### config.mk
export PLATFORM = sky130hd
export DESIGN_NAME = arith_result_buffer
export DESIGN_NICKNAME = d
export VERILOG_FILES = /design/src/rtl/arith_chain_pkg.sv /design/src/rtl/arith_result_buffer.sv
export SDC_FILE = /design/constraint.sdc
export NUM_CORES = 1
export LEC_CHECK = 0
export ABC_AREA = 1
export BUFFER_PORTS_ARGS = -buffer_cell sky130_fd_sc_hd__buf_2
export CAP_MARGIN = 0
export CORE_MARGIN = 1.5
export CORE_UTILIZATION = 50
export CTS_BUF_LIST = sky130_fd_sc_hd__clkbuf_2
export DETAILED_ROUTE_END_ITERATION = 7
export PLACE_DENSITY = 0.76
export SYNTH_ARGS = -nofsm -noshare
export SYNTH_HDL_FRONTEND = slang
export SYNTH_SLANG_ARGS = --single-unit
### constraint.sdc
create_clock -name clk -period 4.3 [get_ports clk]
set_clock_uncertainty 0.2 [all_clocks]
set_input_delay 0.43 -clock clk [delete_from_list [all_inputs] [get_ports clk]]
set_output_delay 0.43 -clock clk [all_outputs]
set_load 0.01 [all_outputs]
### src/rtl/arith_chain_pkg.sv
// Shared definitions for the pipelined arithmetic chain and its output buffer.
//   DATA_WIDTH_OUT    : result width used by every chain block
//   ARB_DEPTH_DEFAULT : default entry count of arith_result_buffer
//   clog2()           : ceiling log2 for pointer and level widths
package arith_chain_pkg;

  localparam int unsigned DATA_WIDTH_OUT    = 10;
  localparam int unsigned ARB_DEPTH_DEFAULT = 8;

  function automatic int unsigned clog2(input int unsigned value);
    int unsigned result;
    result = 0;
    while ((32'd1 << result) < value) begin
      result = result + 1;
    end
    return result;
  endfunction

endpackage

### src/rtl/arith_result_buffer.sv
// Output buffer behind the pipelined arithmetic chain. It captures the chain's
// valid-qualified result stream (no backpressure) into a first-word-fall-through
// FIFO and hands results to the consumer over valid/ready. Results arriving
// while full are dropped and recorded in a sticky flag and a saturating counter.
//
// Ports:
//   clk, reset      : clock, asynchronous active-high reset
//   in_data/valid   : result stream from the chain
//   out_data/valid  : head entry (0 when empty) and non-empty flag
//   out_ready       : consumer accepts the head entry this cycle
//   level, full     : occupancy 0..DEPTH, and level == DEPTH
//   overflow        : sticky drop flag
//   drop_count      : saturating count of dropped results
//   clear_overflow  : synchronous clear of overflow and drop_count
module arith_result_buffer
  import arith_chain_pkg::*;
#(
  parameter int unsigned DATA_WIDTH = DATA_WIDTH_OUT,
  parameter int unsigned DEPTH      = ARB_DEPTH_DEFAULT,
  parameter int unsigned CNT_WIDTH  = 16
) (
  input  logic                        clk,
  input  logic                        reset,
  input  logic [DATA_WIDTH-1:0]       in_data,
  input  logic                        in_valid,
  output logic [DATA_WIDTH-1:0]       out_data,
  output logic                        out_valid,
  input  logic                        out_ready,
  output logic [clog2(DEPTH):0]       level,
  output logic                        full,
  output logic                        overflow,
  output logic [CNT_WIDTH-1:0]        drop_count,
  input  logic                        clear_overflow
);

  localparam int unsigned PTR_W = clog2(DEPTH);
  localparam int unsigned LVL_W = PTR_W + 1;

  logic [DATA_WIDTH-1:0] r_mem [DEPTH];
  logic [PTR_W-1:0]      r_wr_ptr;
  logic [PTR_W-1:0]      r_rd_ptr;
  logic [LVL_W-1:0]      r_level;
  logic                  r_overflow;
  logic [CNT_WIDTH-1:0]  r_drop_count;

  logic w_empty;
  logic w_full;
  logic w_pop;
  logic w_push;
  logic w_drop;

  assign w_empty = (r_level == '0);
  assign w_full  = (r_level == LVL_W'(DEPTH));
  assign w_pop   = !w_empty && out_ready;
  // A pop frees the slot in the same edge, so a full FIFO still takes the write.
  assign w_push  = in_valid && (!w_full || w_pop);
  assign w_drop  = in_valid && w_full && !w_pop;

  // Storage is deliberately left without reset; level gates visibility.
  always_ff @(posedge clk) begin
    if (w_push && !reset) begin
      r_mem[r_wr_ptr] <= in_data;
    end
  end

  always_ff @(posedge clk or posedge reset) begin
    if (reset) begin
      r_wr_ptr <= '0;
      r_rd_ptr <= '0;
      r_level  <= '0;
    end else begin
      if (w_push) begin
        r_wr_ptr <= r_wr_ptr + PTR_W'(1);
      end
      if (w_pop) begin
        r_rd_ptr <= r_rd_ptr + PTR_W'(1);
      end
      if (w_push && !w_pop) begin
        r_level <= r_level + LVL_W'(1);
      end else if (w_pop && !w_push) begin
        r_level <= r_level - LVL_W'(1);
      end
    end
  end

  // A drop in the same cycle as a clear wins: the clear restarts the count at 1.
  always_ff @(posedge clk or posedge reset) begin
    if (reset) begin
      r_overflow   <= 1'b0;
      r_drop_count <= '0;
    end else if (w_drop) begin
      r_overflow <= 1'b1;
      if (clear_overflow) begin
        r_drop_count <= CNT_WIDTH'(1);
      end else if (r_drop_count != '1) begin
        r_drop_count <= r_drop_count + CNT_WIDTH'(1);
      end
    end else if (clear_overflow) begin
      r_overflow   <= 1'b0;
      r_drop_count <= '0;
    end
  end

  assign out_data   = w_empty ? '0 : r_mem[r_rd_ptr];
  assign out_valid  = !w_empty;
  assign level      = r_level;
  assign full       = w_full;
  assign overflow   = r_overflow;
  assign drop_count = r_drop_count;

endmodule

Word-level counts from Yosys, hierarchy flattened
Memories as Yosys holds them, arrays and structs flattened.
Index checks and enable logic that the tools add are counted.

storage, ports and cells
  input port bits = 15
  memories kept = 1
  output and inout port bits = 33
  memory bits (writable) = 80
  word-level logic and storage cells = 42
  register bits after elaboration = 27

memory list
  memory  words  width  read ports  clocked after Yosys merged registers in  wr ports  line                       source
  r_mem   8      10     1           0                                        1         arith_result_buffer.sv:39  logic [DATA_WIDTH-1:0] r_mem [DEPTH];

cells by class
  add/sub/neg operators = 5
  equality and inequality tests = 2
  mux-type cells = 11
  reduce and logical (&&, ||, !) cells = 18

operator list
  operator                 count
  $mux W16                 4
  $add A16 B1 Y16 const B  1
  $ne A16 B16 Y1 const B   1
  $mux W10                 1
  $mux W4                  2
  $logic_and A1 B1 Y1      7
  $add A3 B1 Y3 const B    2
  $reduce_bool A2 Y1       3
  $logic_not A1 Y1         5
  $add A4 B1 Y4 const B    1
  $eq A4 B4 Y1 const B     1
  $logic_not A4 Y1         1
  $mux W1                  4
  $sub A4 B1 Y4 const B    1
  $reduce_and A2 Y1        1
  $logic_or A1 B1 Y1       1

Logic depth before layout (Yosys ltp)
Gate-level depths: netlist (run 1).

  depth after elaboration = 9
  gate-level depth with buffers = 15
  depth with buffers taken out = 15

Worst setup path before layout (run 1)
OpenSTA, ideal clock, no wires.

  path kind = input port to flip-flop
  from = in reset
  to = mem r_mem[0][0] in the netlist's numbering, enable pin
  arrival time = 2,015 ps
  setup slack = 1,696 ps
  library setup time = 390 ps
  path buffers = 0
  required time = 3,710 ps
  stages = 3
  cells stage by stage = inv_1 -> nand2_1 -> nor3_1

between the ends
  cells in the longest elaborated chain, start to end = 4

RTL lines
  what                               line                       source
  start, declared                    arith_result_buffer.sv:23  input logic reset,
  $logic_not A1 Y1 (no source line)  -
  $logic_and A1 B1 Y1                arith_result_buffer.sv:61  if (w_push && !reset) begin
  $mux W1                            arith_result_buffer.sv:61
  $mux W1 (not written as such)      arith_result_buffer.sv:62  r_mem[r_wr_ptr] <= in_data;
  end, declared                      arith_result_buffer.sv:39

Every way passes these cells.

Worst setup path in the final report (run 1)
  from = reg r_rd_ptr[1]
  to = out out_data[5]

between the ends
  cells in the longest elaborated chain, start to end = 2

RTL lines
  what                    line                        source
  start, declared         arith_result_buffer.sv:41   logic [PTR_W-1:0] r_rd_ptr;
  start signal, assigned  arith_result_buffer.sv:76   r_rd_ptr <= r_rd_ptr + PTR_W'(1);
  $mem_v2 Z8 W10          -
  $mux W10                arith_result_buffer.sv:104  assign out_data = w_empty ? '0 : r_mem[r_rd_ptr];
  end, declared           arith_result_buffer.sv:26   output logic [DATA_WIDTH-1:0] out_data,

Every way passes these cells.

==> results of run 1 <==
## power breakdown
group,total (W),switching [W],internal [W],leakage [nW]
logic,0.00103,0.000647,0.000387,1.06
clock network,0.000506,0.000354,0.000152,0.0811
registers,0.00135,0.000130,0.00122,1.08
total,0.00289,0.00113,0.00176,2.22
## layout by cell type (no fill, tap or decap), types with 2 or more instances in the layout
| cell type | count |
|---|---|
| nor2_1 | 106 |
| dlygate4sd3_1 | 14 |
| inv_6 | 2 |
| ha_1 | 6 |
| buf_4 | 10 |
| inv_1 | 34 |
| nand4_1 | 5 |
| nand2_1 | 78 |
| buf_2 | 47 |
| inv_8 | 2 |
| nand2_2 | 4 |
| nor3_1 | 6 |
| o21bai_1 | 3 |
| nor2_4 | 2 |
| nand3_1 | 18 |
| o21ai_0 | 64 |
| xor2_1 | 7 |
| o21ai_1 | 19 |
| xnor2_1 | 4 |
| dfrtp_1 | 27 |
| nor2_2 | 2 |
| edfxtp_1 | 80 |
| clkbuf_2 | 9 |
## state kept, by name, summed over array words and instances, names as in the netlist
| name | flops |
|---|---|
| overflow | 1 |
| level | 4 |
| r_mem | 80 |
| r_rd_ptr | 3 |
| drop_count | 16 |
| r_wr_ptr | 3 |
## final timing paths
check / start / to / slack (ps) / cells past startpoint
min in group clk: overflow / overflow / 370 / 2
hold reg to reg: overflow / overflow / 370 / 2
hold / removal: reset / level[1] / 240 / 4
max in group asynchronous: reset / r_wr_ptr[0] / 3390 / 4
setup reg to reg: level[0] / level[3] / 1420 / 11
setup / recovery: r_rd_ptr[1] / out_data[5] / 1030 / 6
## layout make-up
cell class / count / area [µm²]
fillers: 812 / 3800
flip-flops and latches: 107 / 3080
multi-input cells: 329 / 1580
repair buffers: 71 / 450
well taps: 129 / 161
inverters: 35 / 131
clock inverters: 7 / 90.1
clock buffers: 9 / 45.0
## per-layer routing
layer  vias up  GRT usage, %  routed length, µm
met5         -             0                  0
met4         0          8.23                236
met3        21          3.80                566
met2       107          33.3               4820
met1      1684          28.5               4510
li1       1770             -                  -
## tightest hold or removal path, delay by kind of cell
family	cells	cell delay, ps
buffers and inverters	4	1040
## logic make-up (layout without fill, tap and decap cells)
group	after synthesis	in the layout	synth area share, %
compound gates	87	87	9.20
flops	107	107	63.4
xor+xnor	11	11	1.98
simple gates	223	223	19.1
buf+inv	51	122	4.15
fa+ha+maj	7	7	1.96
mux	1	1	0.232
## cells in the mapped netlist, drive strengths merged
| master | count |
|---|---|
| dfrtp | 27 |
| edfxtp | 80 |
| ha | 6 |
| nor3 | 6 |
| xor2 | 7 |
| o21bai | 3 |
| clkbuf | 13 |
| nand2 | 83 |
| nand4 | 6 |
| nor2 | 110 |
| buf | 3 |
| mux2 | 1 |
| fa | 1 |
| o21ai | 84 |
| inv | 35 |
| xnor2 | 4 |
| nand3 | 18 |
## per-stage QoR
| stage | setup slack (ps) | cell area [µm²] |
|---|---|---|
| 2_1_floorplan | 1700 | 4850 |
| 3_3_place_gp | 1600 | 5260 |
| 3_5_place_dp | 1500 | 5260 |
| 4_1_cts | 1000 | 5530 |
| 5_1_grt | 810 | 5530 |
| 6_report | 1030 | 5530 |
==> metrics.md, run 1 <==
| Metric | Value |
|---|---|
| Status | completed |
| #FFs+latches synth | 107 |
| Via count | 3582 |
| Total track usage | 20.9% |
| Post-CTS Hold Fix Bufs | 14 |
| Final setup vio count | 0 |
| Post-synth cell types | 26 |
| PortBufs | 47 |
| Chip Height | 102 µm |
| Post-synthesis cell area | slightly below 5000 µm² |
| Unrepaired setup endpoints after global routing | false |
| Worst setup EP type | output pin |
| Period utilization | 76.1% |
| CP Cell Sequence | buf_4 -> o21ai_0 -> o21ai_0 -> o21ai_1 -> nor2_1 -> buf_2 |
| First-pass GRT wire length | 16.2 mm |
| Rows | 35 |
| Overall Power | 0.00289 W |
| Crit Path Class | reg2out |
| FMAX | 305 MHz |
| Buffers and inverters on the worst path | 2 |
| GRT overflow | 0 |
| Total Wirelength | between 10 and 15 mm |
| Synth top area cells | edfxtp_1 49%, dfrtp_1 14%, nor2_1 8.2%, o21ai_0 6.6%, nand2_1 6.0% |
| H-tree depth | 3 |
| Worst-Margin Slew | 1080 ps |
| Drt drc | 0 |
| Area Growth Syn to Fin | 13.9% |
| Vias in the first global route | 3270 |
| Maximum clock path buffer count | 2 |
| Routability cong. | 0.857 |
| Slew HR | between 20% and 30% |
| TritonCTS clock tree | done |
| CP peak stage delay | ~1100 ps |
| Clock transition at path regs | between 200 and 300 ps |
| Critical Path RT | 3670 ps |
| Pwr/cell area | 523 nW/µm² |
| Core Region | 9330 µm² |
| Syn nets | 509 |
| Die X-Extent | a little over 100 µm |
| Worst hold slack | 237 ps |
| Die footprint | 10300 µm² |
| Worst IR Drop VDD | 390 µV |
| Worst-Skew Late Latency | 560 ps |
| Setup tns final | 0 ps |
| Root Driver | clkbuf_2 |
| Final Hold Fails | 0 |
| Worst EP arrival | 2640 ps |
| Type of origin of the critical path | register |
| Post-synth top area cell | edfxtp_1 |
| Critical path's slowest cell | dfrtp_1 |
| Register area share after synthesis | between 60% and 70% |
| DRT iter0 DRCs | 266 |
| Synthesized instance count | 487 |
| Pin count of the biggest net entering global routing | 42 |
| CP delay by family, top | flip-flops |
| Cell mode on critical path | o21ai_0 |
| Area share of the largest cell type after synthesis | 49.5% |
| MaxCap Viol Count | 0 |
| Share of cells above drive strength 1 | 15.2% |
| Static Leak | about 2.2 nW |
| Max-slew violations | 0 |
| DR vias/cell | 5.21 |
| Tmin final | 3270 ps |
| Non-filler cells, final | 687 |
| Initial antenna violation count | 0 |
| Synthesized area per cell | 9.97 µm² |
| DP HPWL | 6.62 mm |
| # clock sinks | 107 |
| # Post-CTS Setup Buffers | 0 |
| Post-Route Utilization | 59.3% |
| Resized cells post-CTS | 0 |
| Iteration count of the initial detailed-routing pass | 4 |
| CTS buffer count | 9 |
| CP Max Fanout | 35 |
| I/O Pins | 48 |
| Final nets | 575 |
| Starting density of the core | about 52% |
| Worst min path class | in2async |
| Placed cells | 657 |
| Per-cell routed wire length | about 15 µm |
| N_diodes | 0 |
| Post-DRT Antenna Nets | 0 |
| Warnings from Yosys | 0 |
(Power assumes the default switching activity.)
==> run 2, diff against run 1 <==
--- a/config.mk
+++ b/config.mk
@@ -12,7 +12,7 @@
 export CORE_UTILIZATION = 50
 export CTS_BUF_LIST = sky130_fd_sc_hd__clkbuf_2
 export DETAILED_ROUTE_END_ITERATION = 7
-export PLACE_DENSITY = 0.76
+export PLACE_DENSITY = 0.79
 export SYNTH_ARGS = -nofsm -noshare
 export SYNTH_HDL_FRONTEND = slang
 export SYNTH_SLANG_ARGS = --single-unit
==> constraint.sdc (replaced) <==
create_clock -name clk -period 2.96 [get_ports clk]
set_clock_uncertainty 0.2 [all_clocks]
set_input_delay 0.296 -clock clk [delete_from_list [all_inputs] [get_ports clk]]
set_output_delay 0.296 -clock clk [all_outputs]
set_load 0.01 [all_outputs]
==> run 2 against run 1 <==
Net effect:
- non-clock buffer count rose by 5
- flip-flop and latch count is the same
- final cell count is 0.73% higher
- clock-buffer cell count unchanged
- worst hold slack got worse by 76 ps
- critical path depth increased by 8
- die area did not move
==> metrics.md, run 2 (synthesis results as in run 1) <==
| Metric | Value |
|---|---|
| PortBufs | 47 (unchanged) |
| Commonest non-fill, non-tap cells in the layout | 106 x nor2_1, 80 x edfxtp_1, 78 x nand2_1, 64 x o21ai_0, 47 x buf_2 |
| Flop pwr share | 45.7% (-1.1 points) |
| DP Area | 5290 µm² (+0.67%) |
| Static Leak | 2.24 nW (+0.80%) |
| Final worst slack | 275 ps (-751 ps) |
| Iteration count of the initial detailed-routing pass | 5 (+1) |
| N_diodes | 0 (unchanged) |
| Initial antenna violation count | 0 (unchanged) |
| Chip Height | 102 µm (unchanged) |
| Share of cells above drive strength 1 | 15.8% (+0.58 points) |
| Worst min path class | in2async |
| Final Hold Fails | 0 (unchanged) |
| Worst IR Drop VDD | 464 µV (+19%) |
| First-pass GRT wire length | 16.5 mm (+2.1%) |
| Die footprint | 10300 µm² (unchanged) |
| Routability cong. | 0.883 (+3.0%) |
| Cell mode on critical path | nand2_1 |
| GRT overflow | 0 (unchanged) |
| Period utilization | about nine tenths |
| Resized cells post-CTS | 0 (unchanged) |
| Pwr/cell area | 748 nW/µm² (+43%) |
| H-tree depth | 3 (unchanged) |
| Most common cell after layout, fill and taps aside | nor2_1 |
| CTS buffer count | 9 (unchanged) |
| Design Area, Final | 5570 µm² (+0.72%) |
| Setup tns final | 0 ps (unchanged) |
| Crit Path Class | reg2reg |
| Per-cell routed wire length | 14.9 µm (+1.1%) |
| CP peak stage delay | 520 ps (-610 ps) |
| # clock sinks | 107 (unchanged) |
| DP HPWL | 6.52 mm (-1.5%) |
| Comb pwr share | 38.8% (+3.1 points) |
| Slew HR | 67.0% (+39 points) |
| Final nets | 580 (+0.87%) |
| FMAX | 372 MHz |
| Critical Path RT | 3220 ps (-450 ps) |
| Rows | 35 (unchanged) |
| Type of origin of the critical path | register |
| Worst-Skew Late Latency | 560 ps (about the same) |
| Core Region | 9330 µm² (unchanged) |
| Final setup vio count | 0 (unchanged) |
| Clock transition at path regs | 310 ps (+20 ps) |
| Area Growth Syn to Fin | 14.8% |
| I/O Pins | 48 (unchanged) |
| Dpl ws | 389 ps (-1110 ps) |
| MaxCap Viol Count | 0 (unchanged) |
| Drt drc | 0 (unchanged) |
| Status | completed |
| DR vias/cell | 5.36 (+2.8%) |
| CP Max Fanout | 6 (-83%) |
| Max-slew violations | 0 (unchanged) |
| Die X-Extent | 102 µm (unchanged) |
| Worst EP arrival | 2950 ps (+310 ps) |
| Root Driver | clkbuf_2 |
| CP Cell Sequence | inv_1 -> nand2_1 -> nor2_1 -> nand2_1 -> nand2_1 -> inv_1 -> ha_1 -> inv_1 -> ha_1 -> nand2_1 -> nand2_1 -> o21ai_0 -> nand3_1 -> xor2_1 |
| DRT iter0 DRCs | 258 (-3.0%) |
| Maximum clock path buffer count | 2 (unchanged) |
| Post-DRT Antenna Nets | 0 (unchanged) |
| Tmin final | 2680 ps |
| Vias in the first global route | 3516 (+7.5%) |
| Overall Power | 0.00417 W (+44%) |
| TritonCTS clock tree | done |
| Total Wirelength | 10.3 mm (+1.8%) |
| Most flops, register | r_mem |
| Starting density of the core | 52.0% (unchanged) |
| Total track usage | 21.2% (+0.31 points) |
| Worst setup EP type | register |
| Worst-Margin Slew | 495 ps (-584 ps) |
| Worst hold slack | 161 ps (-76.2 ps) |
| Max reg flops | 80 (unchanged) |
| Critical path's slowest cell | dfrtp_1 |
| Unrepaired setup endpoints after global routing | false |
| Pin count of the biggest net entering global routing | 42 (unchanged) |
| Via count | 3710 (+3.6%) |
| Switching Share | 40.0% (+0.92 points) |
| Clk pwr share | 15.5% (-2.0 points) |
| Pint | 0.00250 W (+42%) |
| Net load switching power | 0.00167 W (+47%) |
## run 2: changes by cell type in the layout (fill, tap and decap cells not counted)
| cell | previous run | this run |
|---|---|---|
| dlygate4sd3_1 | 14 | 16 |
| buf_12 | 0 | 1 |
| clkinv_4 | 0 | 3 |
| clkinv_8 | 1 | 2 |
| clkinv_1 | 1 | 0 |
| clkinvlp_4 | 0 | 1 |
| bufinv_16 | 1 | 0 |
| buf_4 | 10 | 12 |
| inv_6 | 2 | 1 |
| inv_8 | 2 | 0 |
## run 2: per-layer routing
metal	vias to the layer above	routed length, µm	global-route usage (%)
li1	1780	-	-
met1	1791	4440	27.9
met2	131	5170	36.1
met3	8	595	3.52
met4	0	107	6.62
met5	-	0	0
## run 2: worst paths after layout
path	start	slack [ps]	to	depth (start not counted)
worst max register to register	level[0]	280	level[3]	14
min in group clk	in_data[6]	310	r_mem[0][6]	2
worst min-delay path	reset	160	r_wr_ptr[1]	4
worst max-delay path	level[0]	280	level[3]	14
max in group asynchronous	reset	2110	drop_count[1]	4
worst min register to register	overflow	340	overflow	2
## run 2: metrics by stage
step	util, %	instances
2_1_floorplan	-	487
3_3_place_gp	56.7	660
3_5_place_dp	56.7	660
4_1_cts	59.7	692
5_1_grt	59.7	692
6_report	59.7	692
## run 2: timing repair
| item | in CTS | in global routing |
|---|---|---|
| buffers inserted | 0 | 0 |
| hold buffers | 16 | 0 |
| hold endpoints to repair | 130 | 0 |
## run 2: area by class of cell
class                   count  area (µm²)
fillers                   758        3760
flip-flops and latches    107        3080
multi-input cells         329        1580
repair buffers             76         505
well taps                 129         161
inverters                  35         131
clock inverters             7        75.1
clock buffers               9        45.0
## run 2: power by group through the flow
| stage | clock network (W) | logic, W | registers (W) |
|---|---|---|---|
| 2_1_floorplan | 0 | 0.00107 | 0.00191 |
| 3_3_place_gp | 0 | 0.00155 | 0.00192 |
| 3_5_place_dp | 0 | 0.00161 | 0.00193 |
| 4_1_cts | 0.000663 | 0.00163 | 0.00190 |
| 5_1_grt | 0.000709 | 0.00185 | 0.00192 |
| 6_report | 0.000645 | 0.00162 | 0.00190 |
## run 2: worst max-delay path: cells and delay by family, from the launching register on
family	cells	cell delay (ps)
buffers and inverters	3	340
xor gates and xnor gates	1	160
and+or+nand+nor	7	710
AOI/OAI and AO/OA	1	160
adders and majority gates	2	500
DFF	1	520
